**config.mk**
```make
export PLATFORM = sky130hd
export DESIGN_NAME = rom_port_arbiter
export DESIGN_NICKNAME = d
export VERILOG_FILES = /design/src/rtl/rom_port_arbiter_pkg.sv /design/src/rtl/rom_port_arbiter_pick.sv /design/src/rtl/rom_port_arbiter.sv
export SDC_FILE = /design/constraint.sdc
export NUM_CORES = 1
export LEC_CHECK = 0
export ABC_CLOCK_PERIOD_IN_PS = 2100
export CORE_UTILIZATION = 32
export DETAILED_ROUTE_END_ITERATION = 6
export GPL_ROUTABILITY_DRIVEN = 0
export PLACE_DENSITY = 0.83
export SLEW_MARGIN = 20
export SYNTH_ARGS = -nofsm -noshare
export SYNTH_HDL_FRONTEND = slang
export SYNTH_SLANG_ARGS = --single-unit
```
**constraint.sdc**
```tcl
create_clock -name clk -period 2.1 [get_ports clk]
set_clock_uncertainty 0.1 [all_clocks]
set_input_delay 0.63 -clock clk [delete_from_list [all_inputs] [get_ports clk]]
set_output_delay 0.63 -clock clk [all_outputs]
set_load 0.03 [all_outputs]
```
**src/rtl/rom_port_arbiter_pkg.sv**
```systemverilog
// Shared encodings for the two-master ROM port arbiter: FSM states, owner codes,
// and the starvation counter width helper.
package rom_port_arbiter_pkg;

    typedef enum logic [1:0] {
        ARB_IDLE = 2'd0,
        ARB_REQ  = 2'd1,
        ARB_RSP  = 2'd2
    } arb_state_t;

    localparam logic ARB_M0 = 1'b0;
    localparam logic ARB_M1 = 1'b1;

    localparam int SEL_W = 4;

    // A limit of 0 disables forcing, but the counter still needs a legal width.
    function automatic int cnt_width(input int limit);
        return (limit > 0) ? $clog2(limit + 1) : 1;
    endfunction

endpackage

```
**src/rtl/rom_port_arbiter_pick.sv**
```systemverilog
// Combinational winner select for the ROM arbiter (gnt_m1 = m1 wins, any = someone wins).
// Round-robin when ROM_ARB_RR_EN is defined, otherwise fixed m0 priority with starvation override.
module rom_arb_pick
    import rom_port_arbiter_pkg::*;
(
    input  logic m0_valid,
    input  logic m1_valid,
    input  logic rr_last,
    input  logic starve,
    output logic gnt_m1,
    output logic any
);

    assign any = m0_valid | m1_valid;

`ifdef ROM_ARB_RR_EN
    logic unused_starve;
    assign unused_starve = starve;

    // rr_last names the previous winner; on a tie the other master goes
    assign gnt_m1 = m1_valid & (~m0_valid | (rr_last == ARB_M0));
`else
    logic unused_rr;
    assign unused_rr = rr_last;

    assign gnt_m1 = m1_valid & (~m0_valid | starve);
`endif

endmodule

```
**src/rtl/rom_port_arbiter.sv**
```systemverilog
// Shares one single-ported ROM/RAM slave between instruction fetch (m0) and data port (m1),
// one transaction in flight. Define ROM_ARB_RR_EN for round-robin instead of fixed priority.
module rom_port_arbiter
    import rom_port_arbiter_pkg::*;
#(
    parameter int AW           = 32,
    parameter int DW           = 32,
    parameter int STARVE_LIMIT = 4
) (
    input  logic             clk,
    input  logic             rst,

    input  logic [AW-1:0]    m0_addr_i,
    input  logic             m0_req_valid_i,
    output logic             m0_req_ready_o,
    output logic [DW-1:0]    m0_data_o,
    output logic             m0_rsp_valid_o,
    input  logic             m0_rsp_ready_i,

    input  logic [AW-1:0]    m1_addr_i,
    input  logic [DW-1:0]    m1_data_i,
    input  logic [SEL_W-1:0] m1_sel_i,
    input  logic             m1_we_i,
    input  logic             m1_req_valid_i,
    output logic             m1_req_ready_o,
    output logic [DW-1:0]    m1_data_o,
    output logic             m1_rsp_valid_o,
    input  logic             m1_rsp_ready_i,

    output logic [AW-1:0]    s_addr_o,
    output logic [DW-1:0]    s_data_o,
    output logic [SEL_W-1:0] s_sel_o,
    output logic             s_we_o,
    output logic             s_req_valid_o,
    input  logic             s_req_ready_i,
    input  logic [DW-1:0]    s_data_i,
    input  logic             s_rsp_valid_i,
    output logic             s_rsp_ready_o
);

    localparam int SCW = cnt_width(STARVE_LIMIT);

    arb_state_t     state, state_nxt;
    logic           owner;
    logic           rr_last;
    logic [SCW-1:0] starve_cnt;
    logic           starve;
    logic           gnt_m1;
    logic           any_req;
    logic           grant;
    logic           rsp_rdy;

    assign starve = (STARVE_LIMIT > 0) && (starve_cnt == SCW'(STARVE_LIMIT));

    rom_arb_pick u_pick (
        .m0_valid (m0_req_valid_i),
        .m1_valid (m1_req_valid_i),
        .rr_last  (rr_last),
        .starve   (starve),
        .gnt_m1   (gnt_m1),
        .any      (any_req)
    );

    always_ff @(posedge clk) begin
        if (rst) state <= ARB_IDLE;
        else     state <= state_nxt;
    end

    always_comb begin
        state_nxt      = state;
        grant          = 1'b0;
        rsp_rdy        = 1'b0;
        m0_req_ready_o = 1'b0;
        m1_req_ready_o = 1'b0;
        m0_rsp_valid_o = 1'b0;
        m1_rsp_valid_o = 1'b0;
        m0_data_o      = '0;
        m1_data_o      = '0;
        s_req_valid_o  = 1'b0;

        case (state)
            ARB_IDLE: begin
                // Anything arriving from the slave here is stale (e.g. issued before reset)
                rsp_rdy = 1'b1;
                if (any_req) begin
                    grant          = 1'b1;
                    m0_req_ready_o = ~gnt_m1;
                    m1_req_ready_o = gnt_m1;
                    state_nxt      = ARB_REQ;
                end
            end
            ARB_REQ: begin
                s_req_valid_o = 1'b1;
                if (s_req_ready_i) state_nxt = ARB_RSP;
            end
            ARB_RSP: begin
                if (owner == ARB_M1) begin
                    m1_rsp_valid_o = s_rsp_valid_i;
                    m1_data_o      = s_data_i;
                    rsp_rdy        = m1_rsp_ready_i;
                end else begin
                    m0_rsp_valid_o = s_rsp_valid_i;
                    m0_data_o      = s_data_i;
                    rsp_rdy        = m0_rsp_ready_i;
                end
                if (s_rsp_valid_i && rsp_rdy) state_nxt = ARB_IDLE;
            end
            default: state_nxt = ARB_IDLE;
        endcase
    end

    assign s_rsp_ready_o = rsp_rdy;

    // Request fields are captured once at grant and held through REQ
    always_ff @(posedge clk) begin
        if (rst) begin
            owner    <= ARB_M0;
            rr_last  <= ARB_M1;
            s_addr_o <= '0;
            s_data_o <= '0;
            s_sel_o  <= '0;
            s_we_o   <= 1'b0;
        end else if (grant) begin
            owner   <= gnt_m1;
            rr_last <= gnt_m1;
            if (gnt_m1) begin
                s_addr_o <= m1_addr_i;
                s_data_o <= m1_data_i;
                s_sel_o  <= m1_sel_i;
                s_we_o   <= m1_we_i;
            end else begin
                s_addr_o <= m0_addr_i;
                s_data_o <= '0;
                s_sel_o  <= '0;
                s_we_o   <= 1'b0;
            end
        end
    end

`ifdef ROM_ARB_RR_EN
    assign starve_cnt = '0;
`else
    // Counts back-to-back fetch wins while the data port waits; never passes the limit
    // because reaching it hands the next tie to m1.
    always_ff @(posedge clk) begin
        if (rst) begin
            starve_cnt <= '0;
        end else if (grant) begin
            if (gnt_m1 || !m1_req_valid_i)
                starve_cnt <= '0;
            else if ((STARVE_LIMIT > 0) && !starve)
                starve_cnt <= starve_cnt + 1'b1;
        end
    end
`endif

    always_ff @(posedge clk) begin
        if (!rst) begin
            assert (!(m0_req_ready_o && m1_req_ready_o));
            assert (!(m0_rsp_valid_o && m1_rsp_valid_o));
        end
    end

endmodule
```
* After elaboration in Yosys (flattened, before gate mapping)
Cells that the tools add are included.
Word-level totals: output and inout bits 139, bits in latches 0, flip-flop bits (word level) 75, word-level logic and storage cells 54, memories kept 0, bits of input ports 141, bits in writable memories 0, ROM bits 0
Operators by class: multipliers 0, shift operators 0, $lt $le $gt $ge 0, multiplexer cells 28, bitwise gates (word level) 5, div/mod/pow operators 0, $add $sub $neg 1, reduce and logical (&&, ||, !) cells 6, equality and inequality tests 7
Operator list (number):
- $mux W32 | 6
- $mux W1 | 14
- $ne A2 B2 Y1 const B | 4
- $mux W2 | 3
- $mux W3 | 2
- $pmux W2 S3 | 1
- $mux W4 | 1
- $add A3 B1 Y3 const B | 1
- $eq A3 B3 Y1 const B | 1
- $reduce_and A3 Y1 | 1
- $eq A2 B1 Y1 const B | 1
- $eq A2 B2 Y1 const B | 1
- $logic_not A2 Y1 | 1
- $not A1 Y1 | 2
- $or A1 B1 Y1 | 2
- $pmux W1 S2 | 1
- $reduce_and A2 Y1 | 1
- $and A1 B1 Y1 | 1
- $logic_and A1 B1 Y1 | 1
- $logic_not A1 Y1 | 1
- $logic_or A1 B1 Y1 | 1

* Longest topological paths before layout
Gate-level depths: netlist of the first run.
word-level depth 6, gate-level depth with buffers 7, depth with buffers taken out 5

* Modules after synthesis
Synthesis of the first run repeated with hierarchy kept, for this count alone.
Second synthesis, totals: cells, all modules 430, area, all modules 3539.6 um2
Modules (own cells, without submodules):
- rom_port_arbiter | instances 1, cells an instance 427, area each 3522.1 um2
- rom_arb_pick | instances 1, cells an instance 3, area each 17.5 um2

* Worst setup path before layout of the first run
No wires, ideal clock.
path type input-to-output, start point input port m1_req_valid_i, end point output port m1_req_ready_o, stages 5, arrival time 1.642 ns, path slack -0.272 ns, path buffers 2, path through buf_2 > nor3b_1 > clkbuf_1 > nand2_1 > inv_1
On the way: word-level cells in the longest chain between the ends 3
RTL lines:
- start: declaration | RTL line rom_port_arbiter.sv:24 | input logic m1_req_valid_i,
- $and A1 B1 Y1 / $or A1 B1 Y1 (equally long branches) | RTL line rom_port_arbiter_pick.sv:26, rom_port_arbiter_pick.sv:14
- $mux W1 (*) | RTL line rom_port_arbiter.sv:85 | if (any_req) begin
- $mux W1 (*) | RTL line rom_port_arbiter.sv:81 | case (state)
- end: declaration | RTL line rom_port_arbiter.sv:25 | output logic m1_req_ready_o,
Every way passes the cells marked *; elsewhere a longest branch is shown, timed or not.

* Worst setup path after layout of the first run
start point register state[1], end point output port m0_data_o[29]
On the way: word-level cells in the longest chain between the ends 2
RTL lines:
- start: declaration | RTL line rom_port_arbiter.sv:43 | arb_state_t state, state_nxt;
- start signal: assignment | RTL line rom_port_arbiter.sv:66 | else state <= state_nxt;
- $eq A2 B2 Y1 | RTL line rom_port_arbiter.sv:81
- $mux W32 | RTL line rom_port_arbiter.sv:81
- end: declaration | RTL line rom_port_arbiter.sv:16 | output logic [DW-1:0] m0_data_o,
Every way passes these cells.

==> flow_summary_export.csv, run 1 <==
group,metric,value,unit
route,ant_nets,0,
route,firstDrtPassIters,6,
critical_path,worst_ep_arrival_time,1.49,ns
synthesis,async_reset_ff_frac,0,
route,wire_per_inst,18.8,um
critical_path,r2r-start,"starve_cnt[0]",
placed_design,dp_slack,-0.564,ns
synthesis,synth_warnings,0,
critical_path,ff2ff_path_depth,6,
placed_design,placed_area,6850,um2
clock_tree,clk_pin_slew,0.06,ns
clock_tree,clockBufferDepth,2,
route,drc_errors,0,
critical_path,crit_start,"state[1]",
route,vias,5143,
global_routing,gr-usage-all-layers,0.260,
power_and_ir_drop,p_clk_frac,0.333,
synthesis,yosys_register_bits,75,
final_layout,num-nets-final,889,
power_and_ir_drop,p_int,3080,uW
critical_path,cp_max_fo,33,
global_routing,antenna_found_initial,0,
sta,hold_viol,0,
final_layout,fill_cells,955,
sta,slew_viol_final,0,
power_and_ir_drop,finalPower,4530,uW
synthesis,synth_area_leader_cell,"dfxtp_1",
clock_tree,cts_tree,"built",
route,drt_iter0_drc,527,
critical_path,r2r-end,"s_addr_o[23]",
global_routing,grt_first_pass_wirelength,26.4,mm
clock_tree,cts_sinks,75,
clock_tree,cts_buffers,9,
clock_tree,clk_latency,0.34,ns
clock_tree,cts_hold_buf,0,
sta,period_share,1.06,
sta,rsz0062_at_grt,"yes",
global_routing,grt_pass1_vias,4971,
critical_path,crit_end,"m0_data_o[29]",
sta,whs,0.372,ns
synthesis,synth.distinct_cells,34,
critical_path,crit_chain,"nor2b_4, and2b_1, buf_12, and2_2, buf_6",
critical_path,regToRegSetupSlack,0.15,ns
power_and_ir_drop,p_sw,1450,uW
synthesis,synth_top_cell_area_share,0.378,
power_and_ir_drop,cellPowerDensity,585,nW/um2
sta,setup_viol,66,
die,row_count,40,
power_and_ir_drop,static-leakage-power,0.00367,uW
critical_path,critPathKind,"flip-flop to output pin",
critical_path,cp_top_family,"simple AND/OR/NAND/NOR gates",
clock_tree,htreeDepth,3,
synthesis,netlist_top_cells_area,"dfxtp_1, a21oi_1, o21ai_0",
die,die_x,113,um
die,start_util,0.329,
power_and_ir_drop,power_frac_comb,0.317,
global_routing,gr-total-overflow,0,
flow_run,maxCapViolations,0,
critical_path,cp.required,1.37,ns
critical_path,worst-path-buf-inv,2,
final_layout,fin_area,7730,um2
sta,worst_slack,-0.119,ns
die,ioPinCount,280,
critical_path,startpoint_type,"flip-flop",
synthesis,syn_nets,629,
placed_design,hpwl,11.3,mm
die,die_area,12800,um2
die,die_h,113,um
clock_tree,cts-root-buf,"clkbuf_16",
synthesis,synthCells,486,
sta,fin_crit,2.22,ns
die,core_area,12100,um2
worst_hold_path,min_path_type,"flip-flop to flip-flop",
route,drt-total-wl,17.3,mm
run_status,violations,"negative setup slack",
critical_path,critical_path_depth,5,
critical_path,slowest_delay,0.32,ns
sta,fmax,451,MHz
synthesis,yosysSeqAreaShare,0.378,
power_and_ir_drop,power_frac_seq,0.351,
synthesis,syn-mean-instance-area,8.16,um2
power_and_ir_drop,peakVddDrop,0.448,mV
synthesis,syn_area,3970,um2
sta,slew_headroom,0.519,
run_status,status,"finished, violations left",
final_layout,drive_gt1_frac,0.263,
synthesis,synth_edf_count,0,
final_layout,syn_to_final_growth,94.9,%
synthesis,ys.flop_type,"dfxtp_1",
critical_path,cp-end-kind,"output pin",
power_and_ir_drop,power_switching_share,0.319,
global_routing,grt_max_degree,76,
critical_path,crit_slowest_cell,"dfxtp_2",
sta,worst_pin_slew,0.720,ns
placed_design,numPortBuffers,279,
route,routed_via_density,5.60,
[synthesized netlist by cell type, types with 2 or more instances]
cell / n
a31oi_1: 8
nor4_1: 24
nand2_1: 4
clkbuf_1: 38
nand3_1: 30
buf_6: 4
a2111oi_0: 4
a2111oi_1: 16
a2111oi_2: 4
ha_1: 2
nor2b_1: 2
and2_1: 34
nor4b_1: 24
dfxtp_1: 75
and3_1: 34
nand4_1: 26
o21ai_0: 49
a21oi_1: 68
buf_2: 22
inv_1: 4
[per-stage QoR]
step / util / instances / TNS [ns]
2_1_floorplan: - / 486 / -0.0423
3_3_place_gp: 0.568 / 895 / -15.52
3_5_place_dp: 0.568 / 895 / -19.88
4_1_cts: 0.627 / 916 / -5.44
5_1_grt: 0.641 / 918 / -9.09
6_report: 0.641 / 919 / -4.79
[cells by family (layout without fill, tap and decap cells)]
logic type               after synthesis  in the layout  synth area share
adder cells (fa/ha/maj)                2              2           0.00631
other                                  0              1                 0
buffers and inverters                 69            333            0.0801
AO/OA/AOI/OAI                        152            152             0.232
AND/OR/NAND/NOR                      187            187             0.301
multiplexers                           1              1           0.00252
flip-flops                            75             75             0.378
[registers in the layout (all words and copies together), names as in the netlist]
name / flops
s_data_o: 32
owner: 1
starve_cnt: 3
s_sel_o: 4
s_addr_o: 32
state: 2
s_we_o: 1
[layout make-up]
type / count / area (um2) / area share
Timing Repair Buffer: 314 / 3350 / 0.433
Multi-Input combinational cell: 342 / 2360 / 0.306
Sequential cell: 75 / 1510 / 0.195
Clock buffer: 9 / 225 / 0.0291
Tap cell: 168 / 210 / 0.0272
Clock inverter: 6 / 57.6 / 0.00744
Inverter: 4 / 15.0 / 0.00194
Antenna cell: 1 / 2.50 / 0.000324
[how the worst min path moves through the flow]
| stage | start | to | slack [ns] | cells past startpoint |
|---|---|---|---|---|
| final | s_data_o[29] | s_data_o[29] | 0.37 | 2 |
| after global routing | s_data_o[15] | s_data_o[15] | 0.40 | 2 |
| after CTS | s_data_o[26] | s_data_o[26] | 0.38 | 2 |
| after detailed placement | s_data_o[29] | s_data_o[29] | 0.37 | 2 |
| after global placement | s_we_o | s_we_o | 0.36 | 2 |
| after floorplan | starve_cnt[1] | starve_cnt[1] | 0.37 | 2 |
[worst reg2reg max path, delay by kind of cell (launching register included)]
| family | cells | cell delay (ns) |
|---|---|---|
| AO/OA/AOI/OAI | 1 | 0.58 |
| adder cells (fa/ha/maj) | 1 | 0.17 |
| buffers and inverters | 2 | 0.19 |
| flip-flops | 1 | 0.34 |
| AND/OR/NAND/NOR | 2 | 0.46 |
[cell usage in the layout, fill, tap and decap left out, drive strengths merged, types with 8 or more instances in the layout]
| cell type | n |
|---|---|
| a2111oi | 24 |
| a21oi | 68 |
| a31oi | 8 |
| and2 | 34 |
| and3 | 34 |
| buf | 106 |
| clkbuf | 10 |
| clkdlybuf4s50 | 124 |
| dfxtp | 75 |
| dlygate4sd2 | 37 |
| dlymetal6s2s | 45 |
| nand3 | 30 |
| nand4 | 26 |
| nor4 | 24 |
| nor4b | 24 |
| o21ai | 49 |
[per-layer routing]
metal	up-vias	global-route usage	wire length (um)
met5	-	0	0
met4	0	0.109	470
met3	40	0.0557	1140
met2	246	0.449	8850
met1	2494	0.313	6830
li1	2363	-	-
[timing repair]
action	CTS	global route
gates cloned	2	0
pin swaps	10	3
setup endpoints to repair	112	110
gates resized for setup	142	54
buffers inserted	4	2
[power groups by stage]
stage	logic, uW	registers, uW	clock network, uW
finish	1430	1590	1510
global route	1510	1600	1600
CTS	1420	1590	1540
detailed placement	1390	1620	0
global placement	1360	1610	0
floorplan	523	1810	0
(Power assumes the default switching activity.)
==> run 2: changes to the inputs <==
- CORE_ASPECT_RATIO: not set -> 0.5
==> run 2 against run 1 <==
  * The flow still finishes with violations (negative setup slack)
  * Core utilization is 1.6 points higher
  * Global-route usage decreased by 1.3 points
  * Worst hold slack improved by 0.00053 ns
  * Clock power is 17% higher
  * Count of clock-buffer cells in the layout rose by 2
  * Fmax shrank 1.8%
  * Worst setup slack got worse by 0.040 ns
  * Sequential power hardly changed
  * Largest power group is now the clock network
==> flow_summary_export.csv, run 2 (same netlist as run 1, synthesis figures left out) <==
group,metric,value,unit
global_routing,antenna_found_initial,2,
clock_tree,cts_tree,"built",
power_and_ir_drop,cellPowerDensity,612,nW/um2
global_routing,gr-usage-all-layers,0.247,
global_routing,met2_usage,0.443,
global_routing,grt_pass1_vias,4836,
sta,worst_pin_slew,0.578,ns
global_routing,met1_usage,0.299,
critical_path,startpoint_type,"flip-flop",
final_layout,syn_to_final_growth,97.9,%
clock_tree,clockBufferDepth,2,
die,row_count,28,
route,drt_iter0_drc,414,
placed_design,hpwl,11.4,mm
final_layout,diodes,0,
critical_path,cp-end-kind,"output pin",
route,drt-total-wl,18.3,mm
critical_path,critPathKind,"flip-flop to output pin",
power_and_ir_drop,peakVddDrop,0.382,mV
placed_design,numPortBuffers,279,
clock_tree,htreeDepth,3,
critical_path,cp.required,1.37,ns
final_layout,mostFrequentLayoutCells,"clkdlybuf4s50_1, dfxtp_1, a21oi_1",
run_status,status,"finished, violations left",
route,wire_per_inst,19.8,um
route,ant_nets,0,
global_routing,grt_first_pass_wirelength,25.4,mm
die,die_area,12900,um2
flow_run,maxCapViolations,0,
die,ioPinCount,280,
final_layout,num-nets-final,894,
clock_tree,clk_pin_slew,0.06,ns
sta,slew_viol_final,0,
sta,period_share,1.08,
clock_tree,clk_latency,0.33,ns
sta,worst_slack,-0.159,ns
die,core_area,11900,um2
die,die_x,159,um
sta,whs,0.373,ns
run_status,violations,"negative setup slack",
sta,fin_crit,2.26,ns
final_layout,layout_commonest_cell,"clkdlybuf4s50_1",
critical_path,worst_ep_arrival_time,1.53,ns
die,die_h,80.7,um
route,vias,5181,
die,start_util,0.332,
global_routing,grt_max_degree,98,
final_layout,drive_gt1_frac,0.266,
global_routing,gr-total-overflow,0,
route,firstDrtPassIters,4,
sta,hold_viol,0,
clock_tree,cts_buffers,9,
sta,setup_viol,66,
critical_path,cp_max_fo,8,
power_and_ir_drop,static-leakage-power,0.00375,uW
route,drc_errors,0,
clock_tree,cts_sinks,75,
global_routing,grt_use_met3,0.0465,
sta,fmax,443,MHz
worst_hold_path,min_path_type,"flip-flop to flip-flop",
global_routing,busiest_layer,"met2",
sta,rsz0062_at_grt,"yes",
clock_tree,cts-root-buf,"clkbuf_16",
power_and_ir_drop,finalPower,4800,uW
sta,slew_headroom,0.615,
final_layout,reg_top3,"s_addr_o x32, s_data_o x32, s_sel_o x4",
route,routed_via_density,5.63,
run 2: cell count changes in the layout (fill, tap and decap cells not counted), moves of 3 or more:
cell	delta
and3_4	-4
and2_2	-28
clkinv_2	-4
and2_1	-3
dlygate4sd2_1	-14
buf_6	-5
and2_4	+31
buf_4	+9
dlymetal6s2s_1	+9
and3_1	+4
clkdlybuf4s50_1	+6
run 2: repair_timing:
action / 4_1_cts / 5_1_grt
gates resized for setup: 69 / 133
endpoints found under the setup margin: 88 / 105
hold buffers: 0 / 0
gates cloned: 1 / 3
pin swaps: 2 / 24
buffers inserted: 1 / 7
run 2: path summary, 6_finish.rpt:
kind	cells past startpoint	slack [ns]	start	end
worst min-delay path	2	0.37	s_data_o[15]	s_data_o[15]
worst max-delay path	5	-0.16	state[1]	m0_data_o[21]
worst min register to register	2	0.37	s_data_o[15]	s_data_o[15]
worst max register to register	7	0.12	starve_cnt[0]	s_addr_o[22]
run 2: worst max-delay path, cell delays in order (launching register included):
cell and delay, ns:
dfxtp_2 0.34, nor2b_4 0.16, and2b_4 0.24, buf_6 0.16
and2_4 0.16, buf_6 0.12
run 2: routing by layer:
layer	wire length [um]	part of all wire
met5	0	0
met4	463	0.025
met3	1010	0.056
met2	9290	0.51
met1	7490	0.41
run 2: where the power goes:
group / switching [uW] / total [uW] / leakage, uW / internal (uW)
sequential: 55.9 / 1590 / 0.000617 / 1530
clock: 647 / 1760 / 0.000158 / 1110
combinational: 799 / 1460 / 0.00297 / 663
run 2: final cells by class:
type                       instances  area (um2)
fill                             937        4090
timing repair buffer             319        3430
multi-input combinational        342        2360
sequential                        75        1510
clock buffer                      11         253
tap                              165         206
clock inverter                     5        83.8
inverter                           4        15.0
run 2: metrics by stage:
stage	util	setup WS, ns	instances	setup TNS (ns)	instance area [um2]
2_1_floorplan	-	-0.0423	486	-0.0423	4030
3_3_place_gp	0.574	-0.255	893	-12.02	6860
3_5_place_dp	0.574	-0.273	893	-14.58	6860
4_1_cts	0.617	-0.127	911	-5.68	7380
5_1_grt	0.657	-0.194	921	-9.30	7850
6_report	0.657	-0.159	921	-7.02	7850
